**config.mk**
```make
export PLATFORM = sky130hd
export DESIGN_NAME = seq_binary_to_bcd
export DESIGN_NICKNAME = d
export VERILOG_FILES = /design/src/rtl/bcd_pkg.sv /design/src/rtl/bcd_digit_adjust.sv /design/src/rtl/seq_binary_to_bcd.sv
export SDC_FILE = /design/constraint.sdc
export NUM_CORES = 1
export LEC_CHECK = 0
export ABC_CLOCK_PERIOD_IN_PS = 5200
export BUFFER_PORTS_ARGS = -buffer_cell sky130_fd_sc_hd__buf_2
export CAP_MARGIN = 20
export CORE_MARGIN = 1
export CORE_UTILIZATION = 40
export DETAILED_ROUTE_END_ITERATION = 16
export HOLD_SLACK_MARGIN = 0.12
export PLACE_DENSITY = 0.66
export SLEW_MARGIN = 10
export SYNTH_ARGS = -nofsm -noshare
export SYNTH_HDL_FRONTEND = slang
export SYNTH_HIERARCHICAL = 1
export SYNTH_SLANG_ARGS = --single-unit
```
**constraint.sdc**
```tcl
create_clock -name i_clk -period 5.2 [get_ports i_clk]
set_input_delay 0.26 -clock i_clk [delete_from_list [all_inputs] [get_ports i_clk]]
set_output_delay 0.26 -clock i_clk [all_outputs]
set_load 0.005 [all_outputs]
```
**src/rtl/bcd_pkg.sv**
```systemverilog
// Shared definitions for the sequential binary-to-BCD converter:
// FSM encoding, double-dabble adjust constants and a digit-count helper.
package bcd_pkg;

   typedef enum logic [1:0] {
      ST_IDLE  = 2'd0,
      ST_SHIFT = 2'd1,
      ST_DONE  = 2'd2
   } bcd_state_t;

   localparam logic [3:0] BCD_ADJ_THRESH = 4'd5;
   localparam logic [3:0] BCD_ADJ        = 4'd3;

   // Widest digit field the helper below can inspect.
   localparam int BCD_MAX_DIGITS = 16;

   // Index of the highest nonzero digit among the low n_digits digits, plus one.
   // An all-zero field still counts as one significant digit.
   function automatic int bcd_ndigits(input logic [4*BCD_MAX_DIGITS-1:0] bcd,
                                      input int n_digits);
      int n;
      n = 1;
      for (int i = 0; i < BCD_MAX_DIGITS; i++) begin
         if (i < n_digits && bcd[4*i +: 4] != 4'd0) n = i + 1;
      end
      return n;
   endfunction

endpackage

```
**src/rtl/bcd_digit_adjust.sv**
```systemverilog
// One BCD digit of the shift-and-add-3 step: digits of 5 or more get +3
// so that the following left shift carries correctly into the next digit.
module bcd_digit_adjust
   import bcd_pkg::*;
(
   input  logic [3:0] digit,
   output logic [3:0] adjusted
);

   assign adjusted = (digit >= BCD_ADJ_THRESH) ? (digit + BCD_ADJ) : digit;

endmodule

```
**src/rtl/seq_binary_to_bcd.sv**
```systemverilog
// Sequential binary-to-BCD converter, one input bit per clock, with
// valid/ready on both sides, sign handling, overflow and digit count.
module seq_binary_to_bcd
   import bcd_pkg::*;
#(
   parameter int W_BIN    = 14,
   parameter int N_DIGITS = 5,
   parameter int SIGNED   = 0
) (
   input  logic                          i_clk,
   input  logic                          i_rst_n,
   input  logic                          i_valid,
   output logic                          o_ready,
   input  logic [W_BIN-1:0]              i_val,
   output logic                          o_valid,
   input  logic                          i_ready,
   output logic [4*N_DIGITS-1:0]         o_bcd,
   output logic                          o_neg,
   output logic [$clog2(N_DIGITS+1)-1:0] o_ndigits,
   output logic                          o_overflow,
   output logic [1:0]                    o_state
);

   // Handshake: a word moves on any rising edge where its valid and ready are
   // both high; the sender holds data and valid until then, ready may drop freely.

   localparam int BW    = 4 * N_DIGITS;
   localparam int NDW   = $clog2(N_DIGITS + 1);
   localparam int CW    = $clog2(W_BIN);
   localparam int EXT_W = 4 * BCD_MAX_DIGITS;

   bcd_state_t        state_q;
   logic [CW-1:0]     cnt_q;
   logic [BW-1:0]     bcd_q;
   logic [W_BIN-1:0]  bin_q;
   logic              neg_q;
   logic              ovf_q;

   logic [BW-1:0]     bcd_adj;
   logic [BW-1:0]     bcd_shift;
   logic [W_BIN-1:0]  bin_shift;
   logic              ovf_next;
   logic              sign_in;
   logic [W_BIN-1:0]  mag_in;

   for (genvar g = 0; g < N_DIGITS; g++) begin : g_adj
      bcd_digit_adjust u_adj (
         .digit    (bcd_q[4*g +: 4]),
         .adjusted (bcd_adj[4*g +: 4])
      );
   end

   // The bit leaving the top digit would belong to a digit we do not keep.
   assign bcd_shift = {bcd_adj[BW-2:0], bin_q[W_BIN-1]};
   assign bin_shift = {bin_q[W_BIN-2:0], 1'b0};
   assign ovf_next  = ovf_q | bcd_adj[BW-1];

   // The most negative input negates to itself, which reads correctly as unsigned.
   assign sign_in = (SIGNED != 0) && i_val[W_BIN-1];
   assign mag_in  = sign_in ? (~i_val + W_BIN'(1)) : i_val;

   assign o_ready = (state_q == ST_IDLE);
   assign o_state = state_q;

   always_ff @(posedge i_clk or negedge i_rst_n) begin
      if (!i_rst_n) begin
         state_q    <= ST_IDLE;
         cnt_q      <= '0;
         bcd_q      <= '0;
         bin_q      <= '0;
         neg_q      <= 1'b0;
         ovf_q      <= 1'b0;
         o_valid    <= 1'b0;
         o_bcd      <= '0;
         o_neg      <= 1'b0;
         o_ndigits  <= NDW'(1);
         o_overflow <= 1'b0;
      end else begin
         case (state_q)
            ST_IDLE: begin
               if (i_valid) begin
                  bin_q   <= mag_in;
                  neg_q   <= sign_in;
                  bcd_q   <= '0;
                  ovf_q   <= 1'b0;
                  cnt_q   <= CW'(W_BIN - 1);
                  state_q <= ST_SHIFT;
               end
            end
            ST_SHIFT: begin
               bcd_q <= bcd_shift;
               bin_q <= bin_shift;
               ovf_q <= ovf_next;
               if (cnt_q == '0) begin
                  state_q    <= ST_DONE;
                  o_valid    <= 1'b1;
                  o_bcd      <= bcd_shift;
                  o_neg      <= neg_q;
                  o_overflow <= ovf_next;
                  o_ndigits  <= ovf_next ? NDW'(N_DIGITS)
                                         : NDW'(bcd_ndigits(EXT_W'(bcd_shift), N_DIGITS));
               end else begin
                  cnt_q <= cnt_q - CW'(1);
               end
            end
            ST_DONE: begin
               // New input words wait here; only the output handshake matters.
               if (i_ready) begin
                  state_q <= ST_IDLE;
                  o_valid <= 1'b0;
               end
            end
            default: state_q <= ST_IDLE;
         endcase
      end
   end

endmodule
```
# After elaboration in Yosys (flattened, before gate mapping)
# Index checks and enable logic that the tools add are counted.
[word_totals]
ff_bits = 66
input_bits = 18
out_inout_bits = 29
elab_cells = 66
[op_classes]
n_addsub = 6
n_lt_le_gt_ge = 5
n_eq_ne = 6
muxes = 26
bitwise_logic = 1
n_reduce_logical = 13
[ops]
columns = ["op", "n"]
rows = [
  ["$pmux W20 S2", 1],
  ["$mux W4", 7],
  ["$pmux W14 S2", 1],
  ["$add A4 B2 Y4 const B", 5],
  ["$ge A4 B3 Y1 const B", 5],
  ["$mux W20", 1],
  ["$reduce_bool A4 Y1", 4],
  ["$mux W14", 1],
  ["$mux W3", 4],
  ["$reduce_and A3 Y1", 3],
  ["$mux W2", 4],
  ["$ne A2 B2 Y1 const B", 4],
  ["$pmux W4 S2", 1],
  ["$pmux W2 S3", 1],
  ["$logic_not A4 Y1", 1],
  ["$pmux W1 S2", 2],
  ["$reduce_and A2 Y1", 2],
  ["$reduce_bool A2 Y1", 2],
  ["$sub A4 B1 Y4 const B", 1],
  ["$mux W1", 3],
  ["$eq A2 B1 Y1 const B", 1],
  ["$eq A2 B2 Y1 const B", 1],
  ["$logic_not A2 Y1", 1],
  ["$or A1 B1 Y1", 1],
]

# Logic depth before layout (Yosys ltp)
[depth]
depth_word = 8
depth_mapped = 8
mapped_depth_nobuf = 8

# Hierarchy
# Netlist, hierarchy kept.
[modules_own_cells]
columns = ["module", "instances", "cells_each", "area_each_um2", "seq_area_each_um2"]
rows = [
  ["seq_binary_to_bcd", 1, 216, 2687.6, 1652.8],
  ["bcd_digit_adjust", 5, 16, 101.3, 0.0],
]

# Least setup slack after synthesis
# OpenSTA, ideal clock, no wires.
[synth_timing]
path_kind = "register -> register"
startpoint = "register bcd_q[16]"
endpoint = "register o_ndigits[2]"
arrival_time_ps = 2238
slack_ps = 2837
path_stages_with_launch = 8
n_path_buf = 0
synth_period_minus_slack_ps = 2363
cell_sequence = "dfrtp_1 -> ha_1 -> nand2b_1 -> a21oi_2 -> mux2i_1 -> or4_4 -> or4b_4 -> mux2_2"
[synth_via]
elab_chain_len = 5
[synth_lines]
columns = ["element", "line_no", "rtl"]
rows = [
  ["start, declared", "seq_binary_to_bcd.sv:34", "logic [BW-1:0] bcd_q;"],
  ["start signal, assigned", "seq_binary_to_bcd.sv:91", "bcd_q <= bcd_shift;"],
  ["$add A4 B2 Y4 or $ge A4 B3 Y1 (tied branches)", "bcd_digit_adjust.sv:10", "assign adjusted = (digit >= BCD_ADJ_THRESH) ? (digit + BCD_ADJ) : digit;"],
  ["$mux W4 *", "bcd_digit_adjust.sv:10", ""],
  ["net bcd_adj[17]", "seq_binary_to_bcd.sv:39", "logic [BW-1:0] bcd_adj;"],
  ["$reduce_bool A4 Y1 *", "bcd_pkg.sv:24", "if (i < n_digits && bcd[4*i +: 4] != 4'd0) n = i + 1;"],
  ["$mux W3 *", "bcd_pkg.sv:24", ""],
  ["$mux W3 *", "seq_binary_to_bcd.sv:100", "o_ndigits <= ovf_next ? NDW'(N_DIGITS)"],
  ["end signal, assigned", "seq_binary_to_bcd.sv:100", ""],
  ["end, declared", "seq_binary_to_bcd.sv:19", "output logic [$clog2(N_DIGITS+1)-1:0] o_ndigits,"],
]
# Mark *: on every way through the listed nets, which the timed path passes. The rest lies on a longest branch.
# A chain may end at the register's enable or synchronous reset.

# Worst setup path in the final report
[layout_timing]
startpoint = "register state_q[0], in the netlist o_state[0]"
endpoint = "register o_bcd[1]"
[layout_via]
elab_chain_len = 2
[layout_lines]
columns = ["element", "line_no", "rtl"]
rows = [
  ["start, declared", "seq_binary_to_bcd.sv:32", "bcd_state_t state_q;"],
  ["start signal, assigned", "seq_binary_to_bcd.sv:67", "state_q <= ST_IDLE;"],
  ["start signal, assigned", "seq_binary_to_bcd.sv:87", "state_q <= ST_SHIFT;"],
  ["start signal, assigned", "seq_binary_to_bcd.sv:95", "state_q <= ST_DONE;"],
  ["$eq A2 B1 Y1", "seq_binary_to_bcd.sv:79", "case (state_q)"],
  ["$reduce_and A2 Y1 (no line)", "-", ""],
  ["end signal, assigned", "seq_binary_to_bcd.sv:97", "o_bcd <= bcd_shift;"],
  ["end, declared", "seq_binary_to_bcd.sv:17", "output logic [4*N_DIGITS-1:0] o_bcd,"],
]
# No other way between the ends.

==> results.md <==
- Slew margin rel.: 33.0%
- Initial antenna violation count: 0
- Filler cells: around 700
- Register bit total from synthesis: 66
- Clock Pin Slew Worst Setup and Hold Paths: about 0.070 ns
- CP Launch Type: register
- Sequential area share after synthesis: between 50% and 60%
- Leak: 1.74 nW
- Mapped Cells: just under 300
- Post-synth cell types: 39
- Number of CTS-inserted buffers: 9
- Placed wire-length estimate: 4470 um
- Core Region: 0.00773 mm2
- Warnings, synthesis: 6
- Drt wl/cell: around 15 um
- Clock latency on the worst-skew pair: roughly 0.34 ns
- Non-filler cells, final: 449
- Final Hold Viols: 0
- GR Overflow Total: 0
- MaxCap Viol Count: 0
- Die area: roughly 0.0083 mm2
- CTS max path bufs: 2
- Util after Layout: 47.9%
- Power Density: 638 mW/mm2
- Vias: between 2000 and 2500
- CP max FO: 28
- Synthesis-to-finish area growth: 15.8%
- Number of buffers added on ports: 45
- Gp weighted congestion: 0.769
- RSZ-0062 raised after global routing: false
- Initial Util: between 40% and 50%
- Pre-Repair DR Iteration Count: 4
- Final setup fails: 0
- Post-Route Skew: 0.00886 ns
- Cts repair resizes: 0
- # diodes: 0
- DRT iter0 DRCs: 130
- Setup tns final: 0 ns
- Most common cell after layout, fill and taps aside: dfrtp_1
- Die Y: 91.4 um
- Pin count of the biggest net entering global routing: 67
- CTS tree: done
- Worst Tran Pin Value: 1.00 ns
- Clock Sinks: 66
- WS Path Type: reg -> reg
- FMAX: 0.368 GHz
- Synthesized area per cell: about 11 um2
- Core Rows: 32
- Post-Route WL: roughly 6600 um
- Final Max Slew Viols: 0
- Drt drc: 0
- Share of cells above drive strength 1: 27.4%
- Post-synth design cell area: 0.00319 mm2
- Fin nets: roughly 370
- DIE WIDTH: 91.4 um
- Data required time at the worst endpoint: 5.41 ns
- Most frequent cells in the layout: 65 x dfrtp_1, 45 x buf_2, 35 x nand2_1, 23 x o21ai_0, 21 x mux2_2
- CP Capture Type: register
- Worst hold-check path type: in -> async
- Net Count, Synth: 325
- Fin crit share: a little over half
- Tot GR Track Use: 17.7%
- Fin crit period: 2.72 ns
- Number of global-route vias before repair: 2344
- WHS: 0.108 ns
- Dpl cells: 432
- Post-DRT Antenna Nets: 0
- Sequential Area: 0.00165 mm2
- DR vias/cell: 5.37
- First-pass GRT wire length: 11500 um
- CTS Root Cell: clkbuf_8
- # IOs: 47
- Critical Path AT: 2.93 ns
- Peak VDD IR: 0.268 mV
- H-tree depth: 3
- Area of the multi-input gates: 0.00143 mm2
- Status: complete, no violations
==> critical path, cell delays in order, from the launching register on <==
cell     delay, ns
dfrtp_1       0.83
nor2b_2       0.26
buf_4         0.31
nand2_1       0.66
mux2_2        0.52
==> per-stage QoR <==
step / setup slack [ns] / total power [W] / area, um2
after global routing: 2.27 / 0.00257 / 3700
after floorplan: 2.84 / 0.00167 / 3190
after CTS: 2.49 / 0.00238 / 3700
after detailed placement: 2.49 / 0.00200 / 3520
final: 2.48 / 0.00236 / 3700
after global placement: 2.51 / 0.00195 / 3520
==> synthesized netlist by cell type (all sizes together) <==
cell type  number  area (um2)
dfrtp          65        1630
nand2          35         131
o21ai          28         140
mux2           21         236
a22o           20         175
inv            17        63.8
a22oi          14         105
a21oi          12        78.8
ha             11         138
nand2b         11        68.8
clkbuf         10        37.5
nor2            9        33.8
mux2i           7        70.1
xnor2           5        43.8
buf             4        21.3
nor2b           4        25.0
nor4            3        18.8
or4             3        26.3
o211ai          2        15.0
a31oi           1        6.26
a32o            1        10.0
a41oi           1        8.76
conb            1        3.75
dfstp           1        26.3
nand3           1        5.00
nand4b          1        8.76
nor3            1        5.00
nor3b           1        12.5
o2111ai         1        8.76
o21bai          1        7.51
o22ai           1        6.26
o2bb2ai         1        8.76
o31ai           1        7.51
or4b            1        13.8
==> layer usage <==
metal | wire (um) | global-route usage (%) | part of all wire (%)
met5 | 0 | 0 | 0
met4 | 81 | 5.95 | 1.2
met3 | 245 | 5.53 | 3.7
met2 | 3120 | 27.5 | 47
met1 | 3190 | 23.3 | 48
==> where the power goes <==
group / leakage [nW] / switching, W / internal, W / total [W]
Sequential: 0.831 / 0.000199 / 0.000742 / 0.000942
Clock: 0.0851 / 0.000190 / 0.000183 / 0.000373
Combinational: 0.827 / 0.000543 / 0.000501 / 0.00104
Total: 1.74 / 0.000932 / 0.00143 / 0.00236
==> repair_timing <==
action                    4_1_cts  5_1_grt
buffers inserted                0        0
hold endpoints to repair        1        0
hold buffers                    1        0
==> logic make-up (layout without fill, tap and decap cells) <==
logic type / after synthesis / count (layout) / share of synthesized area [%]
xor+xnor: 5 / 5 / 1.37
simple gates: 70 / 70 / 10.9
fa+ha+maj: 11 / 11 / 4.31
mux: 28 / 28 / 9.60
buf+inv: 31 / 82 / 3.84
compound gates: 84 / 84 / 18.1
other cells: 1 / 1 / 0.117
flops: 66 / 66 / 51.7
==> registers in the layout, summed over array words and instances, names as in the netlist <==
register and count:
o_valid 1, bin_q 14, ovf_q 1, o_ndigits 3
o_overflow 1, bcd_q 20, cnt_q 4, o_bcd 20
o_state 2
==> layout make-up <==
class                      instances  share of cell area, %
clock inverter                     5                  0.812
multi-input combinational        199                   38.5
clock buffer                      11                   3.82
tap                              102                   3.45
inverter                          17                   1.73
timing repair buffer              49                   6.97
sequential                        66                   44.7
==> worst paths after layout <==
path	start	to	slack, ns	depth (start not counted)
worst max-delay path	o_state[0]$_DFFE_PN0P_	o_bcd[1]$_DFFE_PN0P_	2.48	4
worst min-delay path	i_rst_n	o_bcd[17]$_DFFE_PN0P_	0.11	2
worst max register to register	o_state[0]$_DFFE_PN0P_	o_bcd[1]$_DFFE_PN0P_	2.48	4
worst min register to register	bin_q[11]$_DFFE_PN0P_	bin_q[11]$_DFFE_PN0P_	0.48	2
max in group asynchronous	i_rst_n	o_bcd[9]$_DFFE_PN0P_	4.56	2
min in group i_clk	i_val[0]	bin_q[0]$_DFFE_PN0P_	0.18	2
(Power assumes the default switching activity.)
